[src/rtl/decoder_pkg.sv]
// decoder_pkg: shared state encoding and one-hot helper for the scan decoder
package decoder_pkg;
  typedef enum logic [1:0] {S_IDLE = 2'd0, S_DIRECT = 2'd1, S_SCAN = 2'd2} state_t;
  localparam int IDX_MAX_W = 8;
  function automatic logic [2**IDX_MAX_W-1:0] onehot(input logic [IDX_MAX_W-1:0] idx);
    return (2**IDX_MAX_W)'(1) << idx;
  endfunction
endpackage

[src/rtl/decoder_scan_n_dwell.sv]
// dwell_counter: counts cycles spent on a scan position and flags when to advance
module dwell_counter #(
  parameter int DWELL_W = 4
) (
  input  logic               clka,
  input  logic               rst_n,
  input  logic [DWELL_W-1:0] dwell,
  input  logic               clear,
  input  logic               run,
  output logic               expire
);
  logic [DWELL_W-1:0] cnt;
  assign expire = run && !clear && cnt >= dwell;
  always_ff @(posedge clka or negedge rst_n)
    if (!rst_n) cnt <= '0;
    else if (clear || expire) cnt <= '0;
    else if (run) cnt <= cnt + 1'b1;
endmodule

[src/rtl/decoder_scan_n.sv]
// decoder_scan_n: registered index-to-one-hot decoder with programmable auto-scan
module decoder_scan_n
  import decoder_pkg::*;
#(
  parameter  int IN_W    = 3,
  parameter  int DWELL_W = 4,
  localparam int OUT_W   = 2**IN_W
) (
  input  logic               clka,
  input  logic               rst_n,
  input  logic               E,
  input  logic               Mode,
  input  logic [IN_W-1:0]    In,
  input  logic               Load,
  input  logic [DWELL_W-1:0] Dwell,
  output logic [OUT_W-1:0]   Out,
  output logic [IN_W-1:0]    Idx,
  output logic               Wrap
);
  state_t state, nxt;
  logic expire, clear;
  logic [IN_W-1:0] idx_next;
  assign nxt = !E ? S_IDLE : Mode ? S_SCAN : S_DIRECT;
  assign clear = Load || nxt == S_DIRECT;
  assign idx_next = clear ? In : Idx + IN_W'(expire);
  dwell_counter #(.DWELL_W(DWELL_W)) u_dwell (
    .clka(clka), .rst_n(rst_n), .dwell(Dwell), .clear(clear),
    .run(nxt == S_SCAN), .expire(expire)
  );
  always_ff @(posedge clka or negedge rst_n)
    if (!rst_n) begin
      state <= S_IDLE;
      Idx   <= '0;
      Out   <= '0;
      Wrap  <= 1'b0;
    end else begin
      state <= nxt;
      Idx   <= idx_next;
      Out   <= nxt == S_IDLE ? '0 : OUT_W'(onehot(IDX_MAX_W'(idx_next)));
      Wrap  <= expire && Idx == '1;
    end
  // Out must be dark while idle and strictly one-hot otherwise
  always_ff @(posedge clka)
    if (rst_n) assert (state == S_IDLE ? Out == '0 : $onehot(Out));
endmodule
[config.mk]
export PLATFORM = sky130hd
export DESIGN_NAME = decoder_scan_n
export DESIGN_NICKNAME = d
export VERILOG_FILES = /design/src/rtl/decoder_pkg.sv /design/src/rtl/decoder_scan_n_dwell.sv /design/src/rtl/decoder_scan_n.sv
export SDC_FILE = /design/constraint.sdc
export NUM_CORES = 1
export LEC_CHECK = 0
export ABC_CLOCK_PERIOD_IN_PS = 8500
export CAP_MARGIN = 25
export CORE_MARGIN = 2
export CORE_UTILIZATION = 50
export CTS_CLUSTER_DIAMETER = 100
export DETAILED_ROUTE_END_ITERATION = 8
export PLACE_DENSITY_LB_ADDON = 0.15
export SLEW_MARGIN = 20
export SYNTH_ARGS = -nofsm -noshare
export SYNTH_HDL_FRONTEND = slang
export SYNTH_SLANG_ARGS = --single-unit
[constraint.sdc]
create_clock -name clka -period 8.5 [get_ports clka]
set_clock_uncertainty 0.15 [all_clocks]
set_input_delay 0.85 -clock clka [delete_from_list [all_inputs] [get_ports clka]]
set_output_delay 0.85 -clock clka [all_outputs]
set_load 0.02 [all_outputs]
==> out/qor.yml, run 1 <==
run_status:
  outcome: "completed"
setup_path:
  path_delay_family: "simple AND/OR/NAND/NOR gates"
  end_kind: "flip-flop"
  path_max_fanout: 4
  cp.arrival_ps: 3550
  cp_slowest_cell: "a2111oi_0"
  crit_top_cell: "ha_1"
  max_stage_delay_ps: 410
  start_kind: "input pin"
  rr_worst_depth: 11
  r2r_setup_slack_ps: 5520
  cp.required_ps: 8560
  critical_path.cell_chain: "clkdlybuf4s50_1 -> ha_1 -> nand2b_4 -> a2111oi_0 -> nor3_1 -> ha_1 -> ha_1 -> xor2_1 -> mux2_2 -> or2_2 -> nor2_1"
  path_depth: 11
  startpoint: "Dwell[0]"
  critPathKind: "input pin to flip-flop"
  crit_buf_inv: 1
  regToRegEndpoint: "Out[0]"
  cp-endpoint: "Out[0]"
  r2r-start: "u_dwell.cnt[0]"
synthesis:
  ys_ff_latch: 16
  syn_avg_cell_area_um2: 10.18
  synth.largest_area_cell: "dfrtp_1"
  synth_commonest_cells: "dfrtp_1, nor2_1, ha_1"
  synth_area_leaders: "dfrtp_1, ha_1, mux2_2"
  yosysMostFrequentCell: "dfrtp_1"
  synth_nets: 107
  netlist_area_um2: 885.9
  synth_top_area_share_pct: 45.20
  yosysSeqAreaShare_pct: 45.20
  synthArstFlopShare_pct: 100.0
  synth_edf_count: 0
  ys_types: 25
  synthCells: 87
  ys.flop_type: "dfrtp_1"
  ys_warn_count: 0
cells_and_area:
  multi_input_area_um2: 455.4
  fillCellCount: 145
  area_growth_pct: 32.06
  register_area_um2: 400.4
  nets: 134
  diodes: 0
  fin_util_pct: 69.26
  layout-drive-gt1-share_pct: 11.50
placed_design:
  io_buffers: 23
  dp_slack_ps: 4727
  place_hpwl_mm: 1.331
  gp_congestion: 0.8270
routing:
  drt-pass1-iter-count: 4
  dr.first_iter.drc_count: 15
  post_drt_wl_per_cell_um: 12.86
  viasPerCell: 5.392
  wl_mm: 1.672
  vias: 701
  drc_errors: 0
  drtAntennaViolNets: 0
cts:
  cts_setup_buffers: 0
  clock-sinks: 16
  cts.clk_slew.worst_paths_ps: 90
  cts_buffers: 3
  cts_root_buffer: "clkbuf_4"
  clkLatencyLatePin_ps: 290
  clk_path_buf_depth: 2
  holdBufCountCts: 0
  ctsResizeCount: 0
  cts_tree: "done"
  htreeDepth: 1
timing:
  rsz0062_at_grt: "no"
  period_minus_slack_ps: 3484
  fin_crit_sh_pct: 40.99
  fmax_ghz: 0.2870
  slew_viol_final: 0
  setup_ws_ps: 5016
  hold_ws_ps: 438.6
  tightest_slew_ps: 704.4
  hold_violations: 0
  finalSetupViolations: 0
  tns_ps: 0
  relSlewSlack_pct: 52.89
die:
  initial_utilization_pct: 52.44
  die_area_um2: 2124
  top_level_ports: 24
  die_h_um: 46.09
  row_count: 15
  core_area_um2: 1689
  die_w_um: 46.09
global_routing:
  overflow: 0
  antenna_found_initial: 0
  grt_first_pass_wirelength_mm: 2.691
  grt_pass1_vias: 650
  grt_max_degree: 17
  grtUsageTotal_pct: 18.47
run:
  maxCapViolCount: 0
pwr:
  p_total_w: 0.0001697
  leakagePower_nw: 0.5372
  ir_drop_v: 0.00008764
  cellPowerDensity_nw_per_um2: 145.0
worst_hold_path:
  hold_class: "flip-flop to flip-flop"
logic make-up (layout without fill, tap and decap cells):
kind of cell	count (synthesis)	count (layout)	synth area share, %
AOI/OAI and AO/OA	13	13	10.17
xor gates and xnor gates	1	1	0.9889
adders and majority gates	8	8	11.30
buffers and inverters	8	34	3.390
DFF	16	16	45.20
muxes	8	8	9.745
and+or+nand+nor	33	33	19.21
state kept, by name, indices dropped and copies added, names as in the netlist:
name / flops
Wrap: 1
Idx: 3
Out: 8
u_dwell.cnt: 4
report_power, final:
group / leakage, nW / internal [W] / switching, W
logic: 0.302 / 0.0000193 / 0.0000189
registers: 0.214 / 0.0000797 / 0.00000256
clock network: 0.0210 / 0.0000261 / 0.0000232
through the flow:
| step | cell area, um^2 | std cells |
|---|---|---|
| 6_report | 1170 | 130 |
| 5_1_grt | 1170 | 130 |
| 4_1_cts | 1170 | 130 |
| 3_5_place_dp | 1134 | 126 |
| 3_3_place_gp | 1134 | 126 |
| 2_1_floorplan | 885.9 | 87 |
metal layers:
| metal | part of all wire [%] | routed length, um | vias to the layer above | GRT usage, % |
|---|---|---|---|---|
| met5 | 0 | 0 | - | 0 |
| met4 | 2.6 | 43 | 0 | 12.00 |
| met3 | 4.2 | 70 | 5 | 3.922 |
| met2 | 43 | 723 | 18 | 26.39 |
| met1 | 50 | 834 | 326 | 25.00 |
| li1 | - | - | 352 | - |
worst min path at each step:
stage                    from             end  slack [ps]  cells after the start
2_1_floorplan  u_dwell.cnt[1]  u_dwell.cnt[1]         390                      2
3_3_place_gp   u_dwell.cnt[1]  u_dwell.cnt[1]         430                      2
3_5_place_dp           Idx[2]            Wrap         410                      1
4_1_cts                Idx[2]            Wrap         440                      1
5_1_grt                Idx[2]            Wrap         450                      1
6_report               Idx[2]            Wrap         440                      1
area by class of cell:
| class | instances | area share [%] |
|---|---|---|
| Inverter | 7 | 2.246 |
| Timing Repair Buffer | 23 | 19.68 |
| Clock buffer | 4 | 3.102 |
| Sequential cell | 16 | 34.22 |
| Multi-Input combinational cell | 63 | 38.93 |
| Tap cell | 17 | 1.818 |
cell usage in the layout (no fill, tap or decap), drive strengths merged:
master / count
nor2b: 5
a22oi: 1
mux2: 5
and4: 1
inv: 7
o211ai: 3
a21oi: 4
o21ai: 2
a31oi: 1
mux2i: 3
clkbuf: 4
or2: 1
dfrtp: 16
nand2b: 1
ha: 8
clkdlybuf4s50: 23
nand2: 7
nand3: 1
or4b: 1
a2111oi: 1
nor3: 4
xor2: 1
nor2: 11
nand3b: 1
o21a: 1
Note: power is estimated with default switching activity, not from simulation.
==> inputs of run 2 (changes only) <==
--- a/config.mk
+++ b/config.mk
@@ -5,10 +5,10 @@
 export SDC_FILE = /design/constraint.sdc
 export NUM_CORES = 1
 export LEC_CHECK = 0
-export ABC_CLOCK_PERIOD_IN_PS = 8500
+export ABC_CLOCK_PERIOD_IN_PS = 3600
 export CAP_MARGIN = 25
 export CORE_MARGIN = 2
-export CORE_UTILIZATION = 50
+export CORE_UTILIZATION = 46
 export CTS_CLUSTER_DIAMETER = 100
 export DETAILED_ROUTE_END_ITERATION = 8
 export PLACE_DENSITY_LB_ADDON = 0.15
==> constraint.sdc (replaced) <==
create_clock -name clka -period 3.6 [get_ports clka]
set_clock_uncertainty 0.15 [all_clocks]
set_input_delay 0.36 -clock clka [delete_from_list [all_inputs] [get_ports clka]]
set_output_delay 0.36 -clock clka [all_outputs]
set_load 0.02 [all_outputs]
==> out/qor.yml, run 2 (synthesis results as in run 1) <==
pwr:
  p_clk_share_pct: 28.8
  p_int_w: 0.0002951
  leakagePower_nw: 0.5372
  power_frac_comb_pct: 22.5
  seqPwrFrac_pct: 48.7
  switching_share_pct: 26.06
  ir_drop_v: 0.0003550
  cellPowerDensity_nw_per_um2: 338.2
  p_switching_w: 0.0001040
cts:
  clock-sinks: 16
  clkLatencyLatePin_ps: 290
  holdBufCountCts: 0
  cts_root_buffer: "clkbuf_4"
  cts_setup_buffers: 0
  cts_buffers: 3
  cts.clk_slew.worst_paths_ps: 90
  htreeDepth: 1
  cts_tree: "done"
  ctsResizeCount: 0
  clk_path_buf_depth: 2
die:
  die_w_um: 47.89
  row_count: 15
  die_h_um: 47.89
  die_area_um2: 2293
  top_level_ports: 24
  core_area_um2: 1764
  initial_utilization_pct: 50.21
routing:
  drtAntennaViolNets: 0
  vias: 689
  viasPerCell: 4.993
  post_drt_wl_per_cell_um: 11.94
  drc_errors: 0
  wl_mm: 1.648
  drt-pass1-iter-count: 2
  dr.first_iter.drc_count: 7
timing:
  fmax_ghz: 0.3365
  slew_viol_final: 0
  setup_ws_ps: 628.4
  period_minus_slack_ps: 2972
  rsz0062_at_grt: "no"
  finalSetupViolations: 0
  tns_ps: 0
  fin_crit_sh_pct: 82.54
  hold_violations: 0
  tightest_slew_ps: 690.1
  relSlewSlack_pct: 53.85
  hold_ws_ps: 333.3
cells_and_area:
  final_common_cell: "clkdlybuf4s50_1"
  diodes: 0
  multi_input_area_um2: 455.4
  nets: 134
  fillCellCount: 169
  reg_top3: "Out: 8 flops, u_dwell.cnt: 4 flops, Idx: 3 flops"
  mostFrequentLayoutCells: "clkdlybuf4s50_1, dfrtp_1, nor2_1"
  area_growth_pct: 33.19
  final_area_um2: 1180
  instances_no_fill: 138
  regMostFlops: "Out"
  register_area_um2: 400.4
  layout-drive-gt1-share_pct: 11.50
  largest_reg_flops: 8
global_routing:
  grtUsageTotal_pct: 17.65
  grt_first_pass_wirelength_mm: 2.746
  grt_pass1_vias: 631
  grt_max_degree: 17
  antenna_found_initial: 0
  overflow: 0
placed_design:
  io_buffers: 23
  gp_congestion: 0.7910
  dp.cells: 134
  dp_slack_ps: 315.6
  placed_cell_area_um2: 1144
  place_hpwl_mm: 1.340
setup_path:
  path_max_fanout: 4
  start_kind: "input pin"
  end_kind: "flip-flop"
  crit_top_cell: "ha_1"
  critical_path.cell_chain: "clkdlybuf4s50_1 -> ha_1 -> nand2b_4 -> a2111oi_0 -> nor3_1 -> ha_1 -> ha_1 -> xor2_1 -> mux2_2 -> or2_2 -> nor2_1"
  cp.arrival_ps: 3040
  cp_slowest_cell: "a2111oi_0"
  critPathKind: "input pin to flip-flop"
  max_stage_delay_ps: 420
  cp.required_ps: 3660
run:
  maxCapViolCount: 0
worst_hold_path:
  hold_class: "input pin to async pin"
run_status:
  outcome: "completed"
[run 2: cell counts in the layout (fill, tap and decap cells not counted)]
No cell type changed its count.
[run 2: final cells by class]
cell class / instances / area share [%]
flip-flops and latches: 16 / 33.93
inverters: 7 / 2.227
clock buffers: 4 / 3.075
repair buffers: 23 / 19.51
multi-input cells: 63 / 38.60
well taps: 25 / 2.651
[run 2: path summary, 6_finish.rpt]
path | slack [ps] | cells after the start | from | end
setup / recovery | 630 | 11 | Dwell[0] | Out[1]
hold / removal | 330 | 1 | rst_n | Idx[2]
setup reg to reg | 650 | 11 | u_dwell.cnt[0] | Out[1]
hold reg to reg | 430 | 2 | u_dwell.cnt[1] | u_dwell.cnt[1]
max in group asynchronous | 2520 | 1 | rst_n | Out[7]
min in group clka | 430 | 2 | u_dwell.cnt[1] | u_dwell.cnt[1]
[run 2: metrics by stage]
stage	power (W)	utilization [%]
3_3_place_gp	0.0002865	64.82
4_1_cts	0.0004037	66.88
3_5_place_dp	0.0002882	64.82
2_1_floorplan	0.0002471	-
5_1_grt	0.0004218	66.88
6_report	0.0003991	66.88
[run 2: critical path, delay by kind of cell]
kind,cells,cell delay (ps)
AND/OR/NAND/NOR,4,710
adder cells (fa/ha/maj),3,710
XOR/XNOR,1,170
AO/OA/AOI/OAI,1,420
buffers and inverters,1,400
multiplexers,1,280
[run 2: per-layer routing]
layer / vias up / routed length, um / track usage, %
met1: 316 / 793 / 23.65
met4: 0 / 6 / 1.622
met5: - / 0 / 0
met3: 2 / 92 / 6.792
li1: 353 / - / -
met2: 18 / 756 / 28.27
[run 2: power by group through the flow]
stage / logic (W) / registers (W) / clock network (W)
6_report: 0.0000899 / 0.000194 / 0.000115
5_1_grt: 0.0000992 / 0.000195 / 0.000127
4_1_cts: 0.0000907 / 0.000194 / 0.000119
3_5_place_dp: 0.0000903 / 0.000198 / 0
3_3_place_gp: 0.0000891 / 0.000197 / 0
2_1_floorplan: 0.0000408 / 0.000206 / 0
==> inputs of run 3 (changes only) <==
--- a/config.mk
+++ b/config.mk
@@ -5,7 +5,7 @@
 export SDC_FILE = /design/constraint.sdc
 export NUM_CORES = 1
 export LEC_CHECK = 0
-export ABC_CLOCK_PERIOD_IN_PS = 3600
+export ABC_CLOCK_PERIOD_IN_PS = 2900
 export CAP_MARGIN = 25
 export CORE_MARGIN = 2
 export CORE_UTILIZATION = 46
==> constraint.sdc (replaced) <==
create_clock -name clka -period 2.9 [get_ports clka]
set_clock_uncertainty 0.15 [all_clocks]
set_input_delay 0.29 -clock clka [delete_from_list [all_inputs] [get_ports clka]]
set_output_delay 0.29 -clock clka [all_outputs]
set_load 0.02 [all_outputs]
==> out/qor.yml, run 3 (synthesis results as in run 1) <==
cts:
  cts.clk_slew.worst_paths_ps: 100
  cts_buffers: 3
  htreeDepth: 1
  cts_tree: "done"
  holdBufCountCts: 0
  cts_setup_buffers: 0
  cts_root_buffer: "clkbuf_4"
  clk_path_buf_depth: 2
  clkLatencyLatePin_ps: 280
  clock-sinks: 16
cells_and_area:
  diodes: 0
  layout-drive-gt1-share_pct: 19.01
  nets: 142
  largest_reg_flops: 8
  final_common_cell: "clkdlybuf4s50_1"
  reg_top3: "Out: 8 flops, u_dwell.cnt: 4 flops, Idx: 3 flops"
  area_growth_pct: 42.66
  mostFrequentLayoutCells: "clkdlybuf4s50_1, dfrtp_1, nor2_1"
  regMostFlops: "Out"
setup_path:
  crit_top_cell: "ha_1"
  start_kind: "input pin"
  cp_slowest_cell: "clkdlybuf4s50_1"
  end_kind: "flip-flop"
  cp.required_ps: 2970
  critPathKind: "input pin to flip-flop"
  cp.arrival_ps: 2840
  max_stage_delay_ps: 400
  path_max_fanout: 4
  critical_path.cell_chain: "clkdlybuf4s50_1 -> ha_1 -> nand2b_4 -> a2111oi_4 -> nor3_2 -> ha_1 -> ha_1 -> xor2_1 -> mux2_2 -> or2_2 -> nor2_1"
die:
  die_w_um: 47.89
  top_level_ports: 24
  row_count: 15
  core_area_um2: 1764
  die_h_um: 47.89
  initial_utilization_pct: 50.21
  die_area_um2: 2293
routing:
  vias: 739
  viasPerCell: 5.062
  post_drt_wl_per_cell_um: 12.02
  drc_errors: 0
  dr.first_iter.drc_count: 17
  drtAntennaViolNets: 0
  drt-pass1-iter-count: 4
  wl_mm: 1.755
pwr:
  ir_drop_v: 0.0003877
  leakagePower_nw: 0.5834
  cellPowerDensity_nw_per_um2: 402.9
worst_hold_path:
  hold_class: "input pin to async pin"
timing:
  relSlewSlack_pct: 52.51
  hold_violations: 0
  fin_crit_sh_pct: 95.67
  setup_ws_ps: 125.5
  slew_viol_final: 0
  tightest_slew_ps: 710.2
  hold_ws_ps: 271.8
  tns_ps: 0
  period_minus_slack_ps: 2775
  rsz0062_at_grt: "no"
  finalSetupViolations: 0
  fmax_ghz: 0.3604
run:
  maxCapViolCount: 0
global_routing:
  grt_first_pass_wirelength_mm: 2.973
  overflow: 0
  grt_max_degree: 17
  antenna_found_initial: 0
  grt_pass1_vias: 686
  grtUsageTotal_pct: 18.86
placed_design:
  dp_slack_ps: -360.7
  io_buffers: 23
  gp_congestion: 0.7800
  place_hpwl_mm: 1.389
run_status:
  outcome: "completed"
-- run 3: cell count changes in the layout (fill, tap and decap cells not counted), sizes merged --
cell  previous run  this run
buf              0         8
-- run 3: layout make-up --
class | count | area, um^2
Clock buffer | 4 | 36.28
Sequential cell | 16 | 400.4
Tap cell | 25 | 31.28
Inverter | 7 | 26.28
Fill cell | 149 | 500.5
Timing Repair Buffer | 31 | 290.3
Multi-Input combinational cell | 63 | 479.2
-- run 3: per-stage QoR --
stage | util, % | total power [W] | cells | cell area, um^2
final | 71.63 | 0.0005092 | 146 | 1264
after global routing | 71.63 | 0.0005382 | 146 | 1264
after CTS | 70.64 | 0.0005124 | 146 | 1246
after detailed placement | 68.23 | 0.0003631 | 142 | 1204
after global placement | 68.23 | 0.0003614 | 142 | 1204
after floorplan | - | 0.0003067 | 87 | 885.9
-- run 3: routing by layer --
metal  track usage (%)  share of wire, %  up-vias
met1             25.87                48      337
met4             3.243              0.51        0
li1                  -                 -      370
met3             6.792               6.3        2
met5                 0                 0        -
met2             29.07                45       30
-- run 3: final timing paths --
path,start,to,slack [ps],cells past startpoint
min,rst_n,u_dwell.cnt[1],270,1
max in group asynchronous,rst_n,Out[4],1870,1
min in group clka,u_dwell.cnt[0],u_dwell.cnt[0],440,3
max,Dwell[0],Out[3],130,11
min reg2reg,u_dwell.cnt[0],u_dwell.cnt[0],440,3
max reg2reg,u_dwell.cnt[0],Out[3],140,11
-- run 3: power breakdown --
| part | switching, W | internal [W] | total (W) |
|---|---|---|---|
| Sequential | 0.00000683 | 0.000234 | 0.000240 |
| Combinational | 0.0000595 | 0.0000644 | 0.000124 |
| Clock | 0.0000686 | 0.0000764 | 0.000145 |
-- run 3: critical path: cells and delay by family --
kind                       cells  cell delay [ps]
AOI/OAI and AO/OA              1              370
xor gates and xnor gates       1              160
adders and majority gates      3              680
and+or+nand+nor                4              660
buffers and inverters          1              400
muxes                          1              270
-- run 3: what timing repair did --
item | in CTS | in global routing
resized for setup | 2 | 2
pin swaps | 0 | 1
endpoints found under the setup margin | 4 | 4
